===== src/rtl/sat_pkg.sv =====
// Shared definitions for the SAT command sequencer: opcodes, FSM states and
// the command-word width helper.
package sat_pkg;

  localparam int unsigned OP_W = 3;

  localparam logic [OP_W-1:0] OP_RESET_SAT      = 3'd0;
  localparam logic [OP_W-1:0] OP_COMPUTE_CLAUSE = 3'd1;
  localparam logic [OP_W-1:0] OP_COMPUTE_CNF    = 3'd2;
  localparam logic [OP_W-1:0] OP_RESET_CLAUSE   = 3'd3;
  localparam logic [OP_W-1:0] OP_END_CNF        = 3'd4;

  typedef enum logic [1:0] {
    IDLE     = 2'd0,
    ISSUE    = 2'd1,
    WAIT_RES = 2'd2
  } sat_state_e;

  // Command word is {op, varPos, neg}.
  function automatic int unsigned cmd_width(input int unsigned var_w);
    return OP_W + var_w + 1;
  endfunction

endpackage


===== src/rtl/sat_cmd_sequencer_if.sv =====
// Command channel into the sequencer: packed command plus valid/ready.
//   master : producer (drives cmd_in, cmd_valid; sees cmd_ready)
//   slave  : sequencer (sees cmd_in, cmd_valid; drives cmd_ready)
interface sat_cmd_sequencer_if #(
  parameter int unsigned VAR_W = 5
);
  localparam int unsigned CMD_W = sat_pkg::cmd_width(VAR_W);

  logic [CMD_W-1:0] cmd_in;
  logic             cmd_valid;
  logic             cmd_ready;

  modport master (output cmd_in, output cmd_valid, input cmd_ready);
  modport slave  (input cmd_in, input cmd_valid, output cmd_ready);

endinterface


===== src/rtl/sat_cmd_fifo.sv =====
// Small synchronous FIFO for queued SAT commands.
//   clk, resetN      : clock, async active-low reset (empties the FIFO)
//   push, wr_data    : write request (ignored when full)
//   pop, rd_data     : read request (ignored when empty); rd_data shows the head
//   full, empty      : occupancy flags, combinational from the count register
module sat_cmd_fifo #(
  parameter int unsigned DEPTH = 4,
  parameter int unsigned WIDTH = 9
) (
  input  logic             clk,
  input  logic             resetN,
  input  logic             push,
  input  logic [WIDTH-1:0] wr_data,
  input  logic             pop,
  output logic [WIDTH-1:0] rd_data,
  output logic             full,
  output logic             empty
);

  localparam int unsigned PTR_W = $clog2(DEPTH);
  localparam int unsigned OCC_W = PTR_W + 1;

  logic [WIDTH-1:0] mem_q [DEPTH];
  logic [PTR_W-1:0] wr_ptr_q, wr_ptr_d;
  logic [PTR_W-1:0] rd_ptr_q, rd_ptr_d;
  logic [OCC_W-1:0] count_q, count_d;
  logic             push_ok, pop_ok;

  assign full    = (count_q == OCC_W'(DEPTH));
  assign empty   = (count_q == '0);
  assign push_ok = push && !full;
  assign pop_ok  = pop && !empty;
  assign rd_data = mem_q[rd_ptr_q];

  // Pointer and occupancy update; pointers wrap naturally since DEPTH is 2^n.
  always_comb begin
    wr_ptr_d = wr_ptr_q;
    rd_ptr_d = rd_ptr_q;
    count_d  = count_q;
    if (push_ok) wr_ptr_d = wr_ptr_q + PTR_W'(1);
    if (pop_ok)  rd_ptr_d = rd_ptr_q + PTR_W'(1);
    case ({push_ok, pop_ok})
      2'b10:   count_d = count_q + OCC_W'(1);
      2'b01:   count_d = count_q - OCC_W'(1);
      default: count_d = count_q;
    endcase
  end

  always_ff @(posedge clk or negedge resetN) begin
    if (!resetN) begin
      wr_ptr_q <= '0;
      rd_ptr_q <= '0;
      count_q  <= '0;
    end else begin
      wr_ptr_q <= wr_ptr_d;
      rd_ptr_q <= rd_ptr_d;
      count_q  <= count_d;
    end
  end

  // Storage needs no reset: an empty FIFO never exposes stale entries.
  always_ff @(posedge clk) begin
    if (push_ok) mem_q[wr_ptr_q] <= wr_data;
  end

endmodule


===== src/rtl/sat_cmd_sequencer.sv =====
// Buffered SAT command sequencer: queues packed commands and issues one per
// cycle as registered clause/CNF control strobes, captures the CNF result
// after END_CNF, counts closed clauses and flags illegal opcodes.
//   clk, resetN      : clock, async active-low reset
//   cmd_bus          : command channel (cmd_in/cmd_valid in, cmd_ready out)
//   ResetN_Clause/CNF: active-low accumulator clears
//   Clause_En/CNF_En : accumulate enables
//   varPos, negCtrl  : literal select and negation
//   cnf_in           : current CNF accumulator value
//   sat_result       : captured CNF value, result_valid pulses when updated
//   clause_count     : clauses closed since last RESET_SAT (saturating)
//   cmd_error        : sticky illegal-opcode flag
//   busy             : queue non-empty or FSM not idle
module sat_cmd_sequencer
  import sat_pkg::*;
#(
  parameter int unsigned VAR_W = 5,
  parameter int unsigned DEPTH = 4,
  parameter int unsigned CNT_W = 8
) (
  input  logic             clk,
  input  logic             resetN,
  sat_cmd_sequencer_if.slave cmd_bus,
  output logic             ResetN_Clause,
  output logic             ResetN_CNF,
  output logic             Clause_En,
  output logic             CNF_En,
  output logic [VAR_W-1:0] varPos,
  output logic             negCtrl,
  input  logic             cnf_in,
  output logic             sat_result,
  output logic             result_valid,
  output logic [CNT_W-1:0] clause_count,
  output logic             cmd_error,
  output logic             busy
);

  localparam int unsigned CMD_W = cmd_width(VAR_W);

  logic [CMD_W-1:0] head_cmd;
  logic             fifo_full, fifo_empty;
  logic             push, pop;
  logic [OP_W-1:0]  head_op;
  logic [VAR_W-1:0] head_var;
  logic             head_neg;

  sat_state_e state_q, state_d;

  logic             rst_clause_q, rst_clause_d;
  logic             rst_cnf_q, rst_cnf_d;
  logic             clause_en_q, clause_en_d;
  logic             cnf_en_q, cnf_en_d;
  logic [VAR_W-1:0] var_pos_q, var_pos_d;
  logic             neg_ctrl_q, neg_ctrl_d;
  logic             sat_result_q, sat_result_d;
  logic             result_valid_q, result_valid_d;
  logic [CNT_W-1:0] clause_count_q, clause_count_d;
  logic             cmd_error_q, cmd_error_d;

  // No bypass: ready follows the registered occupancy only.
  assign cmd_bus.cmd_ready = !fifo_full;
  assign push              = cmd_bus.cmd_valid && !fifo_full;
  // WAIT_RES is the only state that holds the queue.
  assign pop               = (state_q != WAIT_RES) && !fifo_empty;

  sat_cmd_fifo #(
    .DEPTH (DEPTH),
    .WIDTH (CMD_W)
  ) u_fifo (
    .clk     (clk),
    .resetN  (resetN),
    .push    (push),
    .wr_data (cmd_bus.cmd_in),
    .pop     (pop),
    .rd_data (head_cmd),
    .full    (fifo_full),
    .empty   (fifo_empty)
  );

  assign head_op  = head_cmd[CMD_W-1 -: OP_W];
  assign head_var = head_cmd[VAR_W:1];
  assign head_neg = head_cmd[0];

  // State register
  always_ff @(posedge clk or negedge resetN) begin
    if (!resetN) state_q <= IDLE;
    else         state_q <= state_d;
  end

  // Next-state logic
  always_comb begin
    state_d = state_q;
    case (state_q)
      IDLE, ISSUE: begin
        if (pop) state_d = (head_op == OP_END_CNF) ? WAIT_RES : ISSUE;
        else     state_d = IDLE;
      end
      WAIT_RES: state_d = fifo_empty ? IDLE : ISSUE;
      default:  state_d = IDLE;
    endcase
  end

  // Output logic: enables default low, everything else holds unless decoded.
  always_comb begin
    rst_clause_d   = rst_clause_q;
    rst_cnf_d      = rst_cnf_q;
    clause_en_d    = 1'b0;
    cnf_en_d       = 1'b0;
    var_pos_d      = var_pos_q;
    neg_ctrl_d     = neg_ctrl_q;
    sat_result_d   = sat_result_q;
    result_valid_d = 1'b0;
    clause_count_d = clause_count_q;
    cmd_error_d    = cmd_error_q;

    if (state_q == WAIT_RES) begin
      sat_result_d   = cnf_in;
      result_valid_d = 1'b1;
    end

    if (pop) begin
      case (head_op)
        OP_RESET_SAT: begin
          rst_clause_d   = 1'b0;
          rst_cnf_d      = 1'b0;
          var_pos_d      = head_var;
          neg_ctrl_d     = head_neg;
          clause_count_d = '0;
          cmd_error_d    = 1'b0;
        end
        OP_COMPUTE_CLAUSE: begin
          rst_clause_d = 1'b1;
          rst_cnf_d    = 1'b1;
          clause_en_d  = 1'b1;
          var_pos_d    = head_var;
          neg_ctrl_d   = head_neg;
        end
        OP_COMPUTE_CNF: begin
          rst_clause_d = 1'b1;
          rst_cnf_d    = 1'b1;
          cnf_en_d     = 1'b1;
          var_pos_d    = head_var;
          neg_ctrl_d   = head_neg;
        end
        OP_RESET_CLAUSE: begin
          rst_clause_d = 1'b0;
          rst_cnf_d    = 1'b1;
          var_pos_d    = head_var;
          neg_ctrl_d   = head_neg;
          if (clause_count_q != '1) clause_count_d = clause_count_q + CNT_W'(1);
        end
        OP_END_CNF: begin
          rst_clause_d = 1'b1;
          rst_cnf_d    = 1'b1;
          var_pos_d    = head_var;
          neg_ctrl_d   = head_neg;
        end
        default: cmd_error_d = 1'b1;
      endcase
    end
  end

  // Registered outputs
  always_ff @(posedge clk or negedge resetN) begin
    if (!resetN) begin
      rst_clause_q   <= 1'b0;
      rst_cnf_q      <= 1'b0;
      clause_en_q    <= 1'b0;
      cnf_en_q       <= 1'b0;
      var_pos_q      <= '0;
      neg_ctrl_q     <= 1'b0;
      sat_result_q   <= 1'b0;
      result_valid_q <= 1'b0;
      clause_count_q <= '0;
      cmd_error_q    <= 1'b0;
    end else begin
      rst_clause_q   <= rst_clause_d;
      rst_cnf_q      <= rst_cnf_d;
      clause_en_q    <= clause_en_d;
      cnf_en_q       <= cnf_en_d;
      var_pos_q      <= var_pos_d;
      neg_ctrl_q     <= neg_ctrl_d;
      sat_result_q   <= sat_result_d;
      result_valid_q <= result_valid_d;
      clause_count_q <= clause_count_d;
      cmd_error_q    <= cmd_error_d;
    end
  end

  assign ResetN_Clause = rst_clause_q;
  assign ResetN_CNF    = rst_cnf_q;
  assign Clause_En     = clause_en_q;
  assign CNF_En        = cnf_en_q;
  assign varPos        = var_pos_q;
  assign negCtrl       = neg_ctrl_q;
  assign sat_result    = sat_result_q;
  assign result_valid  = result_valid_q;
  assign clause_count  = clause_count_q;
  assign cmd_error     = cmd_error_q;
  assign busy          = !fifo_empty || (state_q != IDLE);

endmodule


===== src/flat_wrapper.sv =====
// flat-port wrapper written by rule: the top's interface ports become plain ports
module sat_cmd_sequencer_flat import sat_pkg::*;
#(
  parameter int unsigned VAR_W = 5,
  parameter int unsigned DEPTH = 4,
  parameter int unsigned CNT_W = 8
)
  (clk, resetN, ResetN_Clause, ResetN_CNF, Clause_En, CNF_En, varPos, negCtrl, cnf_in, sat_result, result_valid, clause_count, cmd_error, busy, cmd_bus_cmd_in, cmd_bus_cmd_valid, cmd_bus_cmd_ready);
  sat_cmd_sequencer_if #(.VAR_W(VAR_W)) cmd_bus_i ();
  input  logic clk;
  input  logic resetN;
  output logic ResetN_Clause;
  output logic ResetN_CNF;
  output logic Clause_En;
  output logic CNF_En;
  output logic [VAR_W-1:0] varPos;
  output logic negCtrl;
  input  logic cnf_in;
  output logic sat_result;
  output logic result_valid;
  output logic [CNT_W-1:0] clause_count;
  output logic cmd_error;
  output logic busy;
  input wire logic [$bits(cmd_bus_i.cmd_in)-1:0] cmd_bus_cmd_in;
  input wire logic [$bits(cmd_bus_i.cmd_valid)-1:0] cmd_bus_cmd_valid;
  output wire logic [$bits(cmd_bus_i.cmd_ready)-1:0] cmd_bus_cmd_ready;
  assign cmd_bus_i.cmd_in = cmd_bus_cmd_in;
  assign cmd_bus_i.cmd_valid = cmd_bus_cmd_valid;
  assign cmd_bus_cmd_ready = cmd_bus_i.cmd_ready;
  sat_cmd_sequencer #(.VAR_W(VAR_W), .DEPTH(DEPTH), .CNT_W(CNT_W)) u_core (.clk(clk), .resetN(resetN), .cmd_bus(cmd_bus_i), .ResetN_Clause(ResetN_Clause), .ResetN_CNF(ResetN_CNF), .Clause_En(Clause_En), .CNF_En(CNF_En), .varPos(varPos), .negCtrl(negCtrl), .cnf_in(cnf_in), .sat_result(sat_result), .result_valid(result_valid), .clause_count(clause_count), .cmd_error(cmd_error), .busy(busy));
endmodule

===== config.mk =====
export PLATFORM = sky130hd
export DESIGN_NAME = sat_cmd_sequencer_flat
export DESIGN_NICKNAME = d
export VERILOG_FILES = /design/src/rtl/sat_pkg.sv /design/src/rtl/sat_cmd_sequencer_if.sv /design/src/rtl/sat_cmd_fifo.sv /design/src/rtl/sat_cmd_sequencer.sv /design/src/flat_wrapper.sv
export SDC_FILE = /design/constraint.sdc
export NUM_CORES = 1
export LEC_CHECK = 0
export ABC_AREA = 1
export CAP_MARGIN = 20
export CORE_UTILIZATION = 45
export DETAILED_ROUTE_END_ITERATION = 10
export GPL_TIMING_DRIVEN = 0
export PLACE_DENSITY = 0.69
export SYNTH_ARGS = -nofsm -noshare
export SYNTH_HDL_FRONTEND = slang
export SYNTH_SLANG_ARGS = --single-unit

===== constraint.sdc =====
create_clock -name clk -period 1.8 [get_ports clk]
set_input_delay 0.36 -clock clk [delete_from_list [all_inputs] [get_ports clk]]
set_output_delay 0.36 -clock clk [all_outputs]
set_load 0.01 [all_outputs]

==> impl_results.md <==
* Final WS setup at 58.4 ps
* Area Growth Syn to Fin at 25.6%
* Crit. Startpoint: u_core.u_fifo.count_q[0]
* Die Y at 83.6 um
* Reg2Reg Depth at 9
* End of the critical path: busy
* Outcome: finished clean
* Drt first pass iters at 4
* Power after layout at 6.54 mW
* Final Skew at 9.58 ps
* Slew margin rel. at 41.8%
* Highest cell delay on the worst timing path at 410 ps
* Vias per inst at 5.06
* Worst path slowest cell: dfrtp_1
* RR Endpoint: u_core.u_fifo.count_q[2]
* Met3 Track Usage GR at 4.45%
* RSZ-0062 raised after global routing: true
* Syn nets at 295
* Placer congestion estimate at 0.768
* Period utilization at 96.8%
* Clock Path Buffers at 2
* Fin. max-slew vios at 0
* Instance count on the critical path at 4
* CTS tree: built
* Antenna Nets Post-Route at 0
* Placed cells at 387
* Crit path kind: reg2out
* Gr usage total at 18.1%
* Capturing element type of the critical path: primary output
* Total gr overflow at 0
* Core box area at 6390 sq um
* Worst-Skew Late Latency at 340 ps
* Crit Path Max Fanout at 4
* DR vias at 2094
* Critical Path RT at 1440 ps
* Setup TNS Final at 0 ps
* Multi-input combinational cell area at 1070 sq um
* Ports at 36
* Most frequent cells in the layout: nand2_1 (59), edfxtp_1 (36), clkdlybuf4s50_1 (32)
* Yosys reg bits at 66
* Mapped Area at 3000 sq um
* Syn Inst Count at 275
* First-pass GRT wire length at 9560 um
* FMAX at 0.574 GHz
* Sinks on Clock Net at 66
* TritonCTS Buffers at 9
* Worst-Margin Slew at 869 ps
* Initial Util at 46.9%
* Leading cell type in the layout, fill and taps excluded: nand2_1
* FF-to-FF Start: u_core.u_fifo.count_q[1]
* Syn_area_per_cell at 10.9 sq um
* Seq/Total Area, Yosys at 61.1%
* CP Launch Type: flip-flop
* Pre-CTS setup slack at -307 ps
* Crit-path cells: buf_6, nor3_4, nand3_1, buf_2
* Layout cells sized above 1 at 21.1%
* Hpwl dp at 3930 um
* Final hold violations at 0
* Worst path arrival time at 1380 ps
* Final Non-Filler Cells at 414
* Ant diodes at 0
* Hold Buf Count CTS at 0
* Fillers at 514
* Final hold slack at 80.0 ps
* Max IR drop VDD at 0.825 mV
* Antenna violations before repair at 0
* Post-synth top area share at 36.1%
* WL/cell at 14.4 um
* H-Tree Depth at 3
* Register area at 1830 sq um
* Root Buffer: clkbuf_8
* Buffers added on ports at 35
* Setup Viol. Count Final at 0
* Routed wire length at 5960 um
* Die ar. at 6990 sq um
* Distinct cells, synth at 29
* Final min period at 1740 ps
* R2R Setup Slk at 70 ps
* Vias in the first global route at 2039
* Die Wd at 83.6 um
* Routing usage on met1 at 21.2%
* Max-cap viol count at 0
* Top post-synthesis cells by area: edfxtp_1 (36%), dfrtp_1 (25%), nand2_1 (7.6%)
* Syn. warnings at 0
* Pwr/cell area at 1740 nW/um^2
* GR Util met2 at 31.0%
* Residual DRC at 0
* Final #Nets at 352
* Clk pin slew, worst setup/hold paths at 70 ps
* Initial drt markers at 77
* Hold crit path type: in2async
* FP Rows at 29
* Synth area leader: edfxtp_1
* Leakage at 1.57 nW
* Top Family by Delay on Critical Path: flip-flops
* Top Usage Layer GRT: met2
* Largest net degree at the start of global routing at 31
* CP bufs+invs at 2
## area by class of cell
cell class	count	area share (%)
Timing Repair Buffer	47	11.5
Inverter	26	2.66
Sequential cell	66	48.8
Multi-Input combinational cell	178	28.5
Buffer	4	0.831
Tap cell	77	2.56
Clock buffer	10	3.66
Clock inverter	6	1.50
## synthesized netlist by cell type
| cell type | number |
|---|---|
| nor3_4 | 1 |
| dfrtp_1 | 30 |
| fa_1 | 1 |
| buf_2 | 1 |
| o21ai_0 | 16 |
| nand4_1 | 2 |
| buf_6 | 3 |
| nor2_8 | 1 |
| nand2_4 | 5 |
| nor4_1 | 3 |
| xor2_1 | 5 |
| ha_1 | 6 |
| clkbuf_1 | 1 |
| nand3_4 | 3 |
| nand2_2 | 3 |
| nand3_2 | 5 |
| clkinv_1 | 1 |
| edfxtp_1 | 36 |
| nor2_4 | 1 |
| nand2_1 | 61 |
| xnor2_1 | 3 |
| a21boi_2 | 1 |
| o22ai_1 | 6 |
| nand3_1 | 20 |
| inv_1 | 21 |
| nor2_1 | 30 |
| nand4_2 | 1 |
| inv_2 | 4 |
| a21oi_1 | 4 |
## per-layer routing
layer | routed length (um) | vias to the layer above
li1 | - | 1038
met1 | 2540 | 994
met2 | 3060 | 51
met3 | 246 | 11
met4 | 104 | 0
met5 | 0 | -
## worst reg2reg max path, cell delays in order (launching register included)
cell,delay [ps]
dfrtp_1,420
inv_2,110
nand3_4,80
nand2_4,120
ha_4,150
inv_4,40
fa_2,340
a21oi_2,140
o21ai_1,80
xnor2_1,120
## through the flow
step                util, %  area [sq um]
floorplan                 -          3020
global placement       54.3          3470
detailed placement     54.2          3460
CTS                    57.8          3690
global route           58.9          3760
finish                 58.9          3760
## power by group
group / switching, mW / internal (mW)
Combinational: 1.85 / 1.22
Clock: 0.545 / 0.665
Sequential: 0.220 / 2.04
## how the worst min path moves through the flow
stage	end	slack [ps]	cells after the start
2_1_floorplan	u_core.CNF_En	60	0
3_3_place_gp	u_core.varPos[2]	460	2
3_5_place_dp	u_core.ResetN_CNF	460	1
4_1_cts	u_core.ResetN_CNF	80	1
5_1_grt	u_core.clause_count[7]	120	1
6_report	u_core.clause_count[0]	80	1
## registers in the layout, indices dropped and copies added, names as in the netlist
register,cells
u_core.ResetN_Clause,1
u_core.u_fifo.wr_ptr_q,2
u_core.varPos,5
u_core.u_fifo.mem_q,36
u_core.ResetN_CNF,1
u_core.clause_count,8
u_core.u_fifo.rd_ptr_q,2
u_core.result_valid,1
u_core.negCtrl,1
u_core.sat_result,1
u_core.cmd_error,1
u_core.state_q,2
u_core.Clause_En,1
u_core.CNF_En,1
u_core.u_fifo.count_q,3
## repair_timing
item,CTS,global route
endpoints found under the hold margin,0,0
setup buffers,4,8
pin swaps,4,7
endpoints found under the setup margin,40,12
resized for setup,11,7
## logic make-up (layout without fill, tap and decap cells)
logic type | after synthesis | in the layout | share of synthesized area (%)
AO/OA/AOI/OAI | 27 | 27 | 4.97
XOR/XNOR | 8 | 8 | 2.34
adder cells (fa/ha/maj) | 7 | 7 | 3.17
buffers and inverters | 31 | 93 | 4.68
flip-flops | 66 | 66 | 61.1
AND/OR/NAND/NOR | 136 | 136 | 23.7
Power figures use the tool's default switching activity.
